==> src/rtl/cargador_banco_if.sv <==
// Stream + register-bank port bundle between the boot/debug source, the loader and the bank.
// slave: the loader's view; master: the source/bank side.
interface cargador_banco_if #(
  parameter int ADDR_W = 5,
  parameter int DATA_W = 32
) ();
  logic              Start;
  logic [DATA_W-1:0] In_Data;
  logic              In_Valid;
  logic              In_Ready;
  logic [ADDR_W-1:0] Write_Reg;
  logic [DATA_W-1:0] Write_Data;
  logic              RegWrite;
  logic [ADDR_W-1:0] Read_Reg1;
  logic [DATA_W-1:0] Read_data1;
  logic              Busy;
  logic              Done;
  logic              Error;
  logic [DATA_W-1:0] Checksum;

  modport slave (
    input  Start, In_Data, In_Valid, Read_data1,
    output In_Ready, Write_Reg, Write_Data, RegWrite, Read_Reg1,
           Busy, Done, Error, Checksum
  );

  modport master (
    output Start, In_Data, In_Valid, Read_data1,
    input  In_Ready, Write_Reg, Write_Data, RegWrite, Read_Reg1,
           Busy, Done, Error, Checksum
  );
endinterface

==> src/rtl/cargador_banco.sv <==
// Sequential register-bank loader: streams NUM_REGS words into the bank, then
// reads them back and compares XOR checksums.
module cargador_banco #(
  parameter int NUM_REGS = 32,
  parameter int ADDR_W   = 5,
  parameter int DATA_W   = 32
) (
  input  logic             clk,
  input  logic             rst,
  cargador_banco_if.slave  bus
);

  localparam logic [2:0] S_IDLE   = 3'd0;
  localparam logic [2:0] S_LOAD   = 3'd1;
  localparam logic [2:0] S_VERIFY = 3'd2;
  localparam logic [2:0] S_CHECK  = 3'd3;
  localparam logic [2:0] S_END    = 3'd4;

  localparam logic [ADDR_W-1:0] LAST_IDX = ADDR_W'(NUM_REGS - 1);

  logic [2:0]        r_state;
  logic [ADDR_W-1:0] r_idx;
  logic [DATA_W-1:0] r_wsum;
  logic [DATA_W-1:0] r_rsum;
  logic              r_in_ready;
  logic              r_regwrite;
  logic [ADDR_W-1:0] r_write_reg;
  logic [DATA_W-1:0] r_write_data;
  logic [ADDR_W-1:0] r_read_reg1;
  logic              r_busy;
  logic              r_done;
  logic              r_error;
  logic [DATA_W-1:0] r_checksum;

  logic w_hs;
  logic w_last_wr;
  logic w_last_rd;

  assign w_hs      = bus.In_Valid & r_in_ready;
  assign w_last_wr = (r_idx == LAST_IDX);
  assign w_last_rd = (r_read_reg1 == LAST_IDX);

  assign bus.In_Ready   = r_in_ready;
  assign bus.Write_Reg  = r_write_reg;
  assign bus.Write_Data = r_write_data;
  assign bus.RegWrite   = r_regwrite;
  assign bus.Read_Reg1  = r_read_reg1;
  assign bus.Busy       = r_busy;
  assign bus.Done       = r_done;
  assign bus.Error      = r_error;
  assign bus.Checksum   = r_checksum;

  always_ff @(posedge clk) begin
    if (rst) begin
      r_state      <= S_IDLE;
      r_idx        <= '0;
      r_wsum       <= '0;
      r_rsum       <= '0;
      r_in_ready   <= 1'b0;
      r_regwrite   <= 1'b0;
      r_write_reg  <= '0;
      r_write_data <= '0;
      r_read_reg1  <= '0;
      r_busy       <= 1'b0;
      r_done       <= 1'b0;
      r_error      <= 1'b0;
      r_checksum   <= '0;
    end else begin
      case (r_state)
        S_IDLE, S_END: begin
          if (bus.Start) begin
            r_done     <= 1'b0;
            r_error    <= 1'b0;
            r_idx      <= '0;
            r_wsum     <= '0;
            r_rsum     <= '0;
            r_in_ready <= 1'b1;
            r_busy     <= 1'b1;
            r_state    <= S_LOAD;
          end
        end

        // Two-cycle write: accept, then hold address/data for one RegWrite cycle
        // since the bank writes level-sensitively.
        S_LOAD: begin
          if (r_regwrite) begin
            r_regwrite <= 1'b0;
            if (w_last_wr) begin
              r_idx       <= '0;
              r_read_reg1 <= '0;
              r_state     <= S_VERIFY;
            end else begin
              r_idx      <= r_idx + 1'b1;
              r_in_ready <= 1'b1;
            end
          end else if (w_hs) begin
            r_write_reg  <= r_idx;
            r_write_data <= bus.In_Data;
            r_regwrite   <= 1'b1;
            r_in_ready   <= 1'b0;
            r_wsum       <= r_wsum ^ bus.In_Data;
          end
        end

        S_VERIFY: begin
          r_rsum <= r_rsum ^ bus.Read_data1;
          if (w_last_rd) begin
            r_read_reg1 <= '0;
            r_state     <= S_CHECK;
          end else begin
            r_read_reg1 <= r_read_reg1 + 1'b1;
          end
        end

        S_CHECK: begin
          r_checksum <= r_wsum;
          if (r_rsum == r_wsum) r_done  <= 1'b1;
          else                  r_error <= 1'b1;
          r_busy  <= 1'b0;
          r_state <= S_END;
        end

        default: r_state <= S_IDLE;
      endcase
    end
  end

endmodule

==> src/flat_wrapper.sv <==
// flat-port wrapper written by rule: the top's interface ports become plain ports
module cargador_banco_flat 
#(
  parameter int NUM_REGS = 32,
  parameter int ADDR_W   = 5,
  parameter int DATA_W   = 32
)
  (clk, rst, bus_Start, bus_In_Data, bus_In_Valid, bus_Read_data1, bus_In_Ready, bus_Write_Reg, bus_Write_Data, bus_RegWrite, bus_Read_Reg1, bus_Busy, bus_Done, bus_Error, bus_Checksum);
  cargador_banco_if #(.ADDR_W(ADDR_W), .DATA_W(DATA_W)) bus_i ();
  input  logic clk;
  input  logic rst;
  input wire logic [$bits(bus_i.Start)-1:0] bus_Start;
  input wire logic [$bits(bus_i.In_Data)-1:0] bus_In_Data;
  input wire logic [$bits(bus_i.In_Valid)-1:0] bus_In_Valid;
  input wire logic [$bits(bus_i.Read_data1)-1:0] bus_Read_data1;
  output wire logic [$bits(bus_i.In_Ready)-1:0] bus_In_Ready;
  output wire logic [$bits(bus_i.Write_Reg)-1:0] bus_Write_Reg;
  output wire logic [$bits(bus_i.Write_Data)-1:0] bus_Write_Data;
  output wire logic [$bits(bus_i.RegWrite)-1:0] bus_RegWrite;
  output wire logic [$bits(bus_i.Read_Reg1)-1:0] bus_Read_Reg1;
  output wire logic [$bits(bus_i.Busy)-1:0] bus_Busy;
  output wire logic [$bits(bus_i.Done)-1:0] bus_Done;
  output wire logic [$bits(bus_i.Error)-1:0] bus_Error;
  output wire logic [$bits(bus_i.Checksum)-1:0] bus_Checksum;
  assign bus_i.Start = bus_Start;
  assign bus_i.In_Data = bus_In_Data;
  assign bus_i.In_Valid = bus_In_Valid;
  assign bus_i.Read_data1 = bus_Read_data1;
  assign bus_In_Ready = bus_i.In_Ready;
  assign bus_Write_Reg = bus_i.Write_Reg;
  assign bus_Write_Data = bus_i.Write_Data;
  assign bus_RegWrite = bus_i.RegWrite;
  assign bus_Read_Reg1 = bus_i.Read_Reg1;
  assign bus_Busy = bus_i.Busy;
  assign bus_Done = bus_i.Done;
  assign bus_Error = bus_i.Error;
  assign bus_Checksum = bus_i.Checksum;
  cargador_banco #(.NUM_REGS(NUM_REGS), .ADDR_W(ADDR_W), .DATA_W(DATA_W)) u_core (.clk(clk), .rst(rst), .bus(bus_i));
endmodule
==> config.mk <==
export PLATFORM = sky130hd
export DESIGN_NAME = cargador_banco_flat
export DESIGN_NICKNAME = d
export VERILOG_FILES = /design/src/rtl/cargador_banco_if.sv /design/src/rtl/cargador_banco.sv /design/src/flat_wrapper.sv
export SDC_FILE = /design/constraint.sdc
export NUM_CORES = 1
export LEC_CHECK = 0
export CORE_UTILIZATION = 54
export DETAILED_ROUTE_END_ITERATION = 12
export MAX_ROUTING_LAYER = met4
export PLACE_DENSITY = 0.86
export SYNTH_ARGS = -nofsm -noshare
export SYNTH_HDL_FRONTEND = slang
export SYNTH_SLANG_ARGS = --single-unit
==> constraint.sdc <==
create_clock -name clk -period 5.2 [get_ports clk]
set_input_delay 0.52 -clock clk [delete_from_list [all_inputs] [get_ports clk]]
set_output_delay 0.52 -clock clk [all_outputs]
set_load 0.005 [all_outputs]
# ---- Word-level counts from Yosys, hierarchy flattened
# Cells that the tools add are included.
dict set report classes {
  addsub 2
  mul 0
  n_div 0
  n_lt_le_gt_ge 0
  n_eq_ne 17
  n_shift 0
  muxes 31
  n_bitwise 4
  n_reduce_logical 16
}
# operator n
set op_table {}
lappend op_table {{$pmux W32 S2} 2}
lappend op_table {{$mux W32} 3}
lappend op_table {{$xor A32 B32 Y32} 2}
lappend op_table {{$eq A32 B32 Y1} 1}
lappend op_table {{$mux W5} 6}
lappend op_table {{$pmux W5 S2} 2}
lappend op_table {{$reduce_and A3 Y1} 5}
lappend op_table {{$mux W3} 4}
lappend op_table {{$pmux W3 S4} 1}
lappend op_table {{$reduce_and A4 Y1} 3}
lappend op_table {{$add A5 B1 Y5 const B} 2}
lappend op_table {{$eq A5 B5 Y1 const B} 2}
lappend op_table {{$ne A2 B1 Y1 const B} 5}
lappend op_table {{$mux W1} 9}
lappend op_table {{$pmux W1 S2} 4}
lappend op_table {{$reduce_bool A2 Y1} 4}
lappend op_table {{$eq A3 B2 Y1 const B} 2}
lappend op_table {{$ne A2 B2 Y1 const B} 3}
lappend op_table {{$reduce_and A2 Y1} 2}
lappend op_table {{$eq A3 B1 Y1 const B} 1}
lappend op_table {{$eq A3 B3 Y1 const B} 1}
lappend op_table {{$logic_not A3 Y1} 1}
lappend op_table {{$ne A3 B1 Y1 const B} 1}
lappend op_table {{$ne A3 B3 Y1 const B} 1}
lappend op_table {{other kinds (3)} 3}
dict set report word_totals {
  regBits 151
  latchBits 0
  ramBits 0
  mem_bits_ro 0
  input_bits 68
  out_inout_bits 79
  elab_cells 83
  n_memories 0
}

# ---- Longest topological paths before layout
dict set report logic_depth {
  ltp_word 4
  depth_mapped 8
  depth_no_buf 8
}

# ---- Worst setup path before layout
# OpenSTA, ideal clock, no wires.
dict set report synth_path {
  path_kind {reg2reg}
  from {register u_core.r_state[0]}
  to {register u_core.r_write_data[10], in the netlist u_core.bus.Write_Data[10]}
  arrival_ns 1.724
  required_ns 5.068
  slack_ns 3.344
  path_stages_with_launch 8
  path_buffers 3
  cell_sequence {dfxtp_1 > or3b_4 > or3_1 > buf_2 > buf_6 > clkbuf_1 > nand2_1 > a21oi_1}
}
dict set report synth_via {
  elab_chain_cells 2
}
# item line_no
set synth_rtl {}
lappend synth_rtl {{start: declaration} cargador_banco.sv:21} ;# logic [2:0] r_state;
lappend synth_rtl {{start signal: assignment} cargador_banco.sv:55} ;# r_state <= S_IDLE;
lappend synth_rtl {{start signal: assignment} cargador_banco.sv:79} ;# r_state <= S_LOAD;
lappend synth_rtl {{start signal: assignment} cargador_banco.sv:91} ;# r_state <= S_VERIFY;
lappend synth_rtl {{$eq A3 B1 Y1} cargador_banco.sv:69} ;# case (r_state)
lappend synth_rtl {{$reduce_and A3 Y1 (no line)} --}
lappend synth_rtl {{end signal: assignment} cargador_banco.sv:98} ;# r_write_data <= bus.In_Data;
lappend synth_rtl {{end: declaration} cargador_banco.sv:28} ;# logic [DATA_W-1:0] r_write_data;
# Every way passes these cells.
# A chain may end at the register's enable or synchronous reset.

# ---- Final worst setup path
dict set report layout_path {
  from {register u_core.r_state[0]}
  to {register u_core.r_wsum[21]}
}
dict set report layout_via {
  elab_chain_cells 4
  elab_cells_between_ends 10
  classes_between {eq/ne: 5; mux: 1; reduce/logical: 4}
}
# item line_no
set layout_rtl {}
lappend layout_rtl {{$eq A3 B3 Y1 or $logic_not A3 Y1 (tied branches)} cargador_banco.sv:69}
lappend layout_rtl {{$reduce_or A2 Y1} cargador_banco.sv:69}
lappend layout_rtl {{$ne A2 B2 Y1 (no line) or $reduce_bool A2 Y1 (tied branches)} --}
lappend layout_rtl {{$reduce_and A4 Y1 (no line)} --}
lappend layout_rtl {{end signal: assignment} cargador_banco.sv:101} ;# r_wsum <= r_wsum ^ bus.In_Data;
lappend layout_rtl {{end: declaration} cargador_banco.sv:23} ;# logic [DATA_W-1:0] r_wsum;
# Parallel ways exist; a longest one is shown, timed or not.

==> impl_metrics.ini <==
[layout]
mostFrequentLayoutCells = nand2_1 (183), dfxtp_1 (151), clkdlybuf4s50_1 (145), a21oi_1 (106), nor2_1 (48)
seq_area_sq_um = 3020
layout_commonest_cell = nand2_1
drive_gt1_share_pct = 9.01
area_growth_pct = 33.7
fill_cells = 801
diodes = 0
multi_input_comb_area_sq_um = 2990
finalNetCount = 914

[min_path]
holdCritPathClass = flip-flop to flip-flop

[clock_tree]
cts-resized-gates = 0
numCtsBuffers = 17
postCtsSetupBuffers = 0
root_buffer = clkbuf_16
cts_tree = yes
insertion_delay_ps = 420
htreeDepth = 4
postCtsHoldBufs = 0
clkTransAtPathRegs_ps = 70
clock_tree.buffer_depth = 2
cts_sinks = 151

[routing]
antenna_left = 0
detail_route.iter0.violations = 367
vias_per_cell = 5.51
first_pass_iters = 5
drc_errors = 0
route.final.wire_length_um = 16500
vias = 5482
routed_wire_length_per_instance_um = 16.6

[floorplanning]
die_area_sq_um = 11900
fp.dieW_um = 109
start_util_pct = 56.3
core_sq_um = 11000
die_h_um = 109
placementRows = 38
num_io_pins = 147

[timing]
grt_setup_unrepaired = no
min_period_ps = 2560
setup_tns_ps = 0
setup_viol = 0
relSlewSlack_pct = 44.2
timing.final.crit_share_pct = 49.3
hold_ws_ps = 455
tightest_slew_ps = 836
fin_skew_ps = 8.24
hold_viol_final = 0
finalMaxSlewViolations = 0
fmax_mhz = 390

[grt]
grt-ovfl-total = 0
grt_pass1_vias = 5318
grt_antenna_before_repair = 0
grt_max_degree = 76
grt_usage_pct = 29.7
grt_pass1_wl_um = 26100

[yosys]
yosysWarnings = 0
synth_cell_type_count = 35
synthXorXnorAreaFrac_pct = 10.3
ys.flop_type = dfxtp_1
syn_area_sq_um = 6210
synthCells = 715
synthMuxAreaShare_pct = 0.161
synthAdderAreaFrac_pct = 0.806
yosys.area_share.simple_pct = 22.5
syn_nets = 787
syn_area_per_cell_sq_um = 8.69
yosysSeqAreaShare_pct = 48.7
synth_compound_area_share_pct = 14.0
synth_edf_count = 0
synthArstFlopShare_pct = 0
ys_ff_latch = 151
synth_top_family_by_area = simple AND/OR/NAND/NOR gates

[place]
place.gp.congestion = 0.795
place_hpwl_um = 10900
io_buffers = 146

[pwr]
ir_worst_vdd_uv = 220
leakagePower_nw = 3.09
p_per_area_nw_per_um2 = 311

[critical_path]
crit_required_ps = 5540
start_kind = flip-flop
end_kind = flip-flop
crit_fanout = 34
worstPathArrival_ps = 2910
critical_path_class = flip-flop to flip-flop

[run]
maxCapViolations = 0

[run_status]
outcome = finished, final reports clean
## cell families after synthesis
logic type,Yosys count
AOI/OAI and AO/OA,140
and+or+nand+nor,298
muxes,1
adders and majority gates,4
DFF,151
buffers and inverters,48
xor gates and xnor gates,73
## critical path: stages, from the launching register on
cell	delay (ps)
dfxtp_1	430
or3b_4	460
or3_2	790
buf_4	380
o211a_1	260
nor3_2	160
## metrics by stage
step	setup WS (ps)	power [mW]	utilization, %	cell area, sq um	cells
floorplan	3340	1.28	-	6210	715
global placement	2510	1.37	69.9	7710	963
detailed placement	2430	1.38	69.9	7710	963
CTS	2640	2.59	75.3	8300	995
global route	2540	2.66	75.3	8300	995
finish	2640	2.59	75.3	8300	995
## Yosys cell counts (2+ instances only)
cell	number	area share (%)
dfxtp_1	151	49
ha_1	4	0.81
inv_1	2	0.12
xor2_1	39	5.5
nand3_1	3	0.24
nand4_1	10	1.0
xnor2_1	34	4.8
nor4_1	2	0.20
clkbuf_1	35	2.1
a21oi_1	106	8.5
o211a_1	29	4.7
nand2_1	183	11
nor3_1	7	0.56
buf_6	4	0.73
nor2_1	49	3.0
nor3_2	29	4.7
nand2b_1	3	0.30
buf_2	7	0.56
and3_1	2	0.20
## worst paths after layout
| path | startpoint | endpoint | slack [ps] | cells after the start |
|---|---|---|---|---|
| setup / recovery | u_core.r_state[0] | u_core.r_wsum[21] | 2640 | 5 |
| hold / removal | u_core.bus.Write_Data[21] | u_core.bus.Write_Data[21] | 450 | 2 |
| setup reg to reg | u_core.r_state[0] | u_core.r_wsum[21] | 2640 | 5 |
| hold reg to reg | u_core.bus.Write_Data[21] | u_core.bus.Write_Data[21] | 450 | 2 |
## sequential cells by signal (all words and copies together), names as in the netlist
register,count
u_core.bus.Error,1
u_core.bus.Read_Reg1,5
u_core.bus.Write_Data,32
u_core.bus.Done,1
u_core.bus.Checksum,32
u_core.bus.In_Ready,1
u_core.bus.Busy,1
u_core.bus.RegWrite,1
u_core.bus.Write_Reg,5
u_core.r_rsum,32
u_core.r_state,3
u_core.r_wsum,32
u_core.r_idx,5
## where the power goes
part           internal [mW]  switching [mW]  total, mW
Combinational         0.0820          0.0871      0.169
Clock                  0.721           0.513       1.23
Sequential              1.17          0.0131       1.18
## cell type report
type                       instances  share of cell area, %
multi-input combinational        516                   36.0
sequential                       151                   36.4
tap                              140                   2.11
inverter                           2                 0.0904
timing repair buffer             154                   18.3
clock inverter                    14                   1.97
clock buffer                      18                   5.17
## routing by layer
| metal | part of all wire, % | wire length (um) | global-route usage (%) |
|---|---|---|---|
| met5 | 0 | 0 | - |
| met4 | 1.8 | 289 | 12.4 |
| met3 | 6.2 | 1030 | 5.32 |
| met2 | 50 | 8290 | 48.7 |
| met1 | 42 | 6910 | 35.9 |
Power figures use the tool's default switching activity.
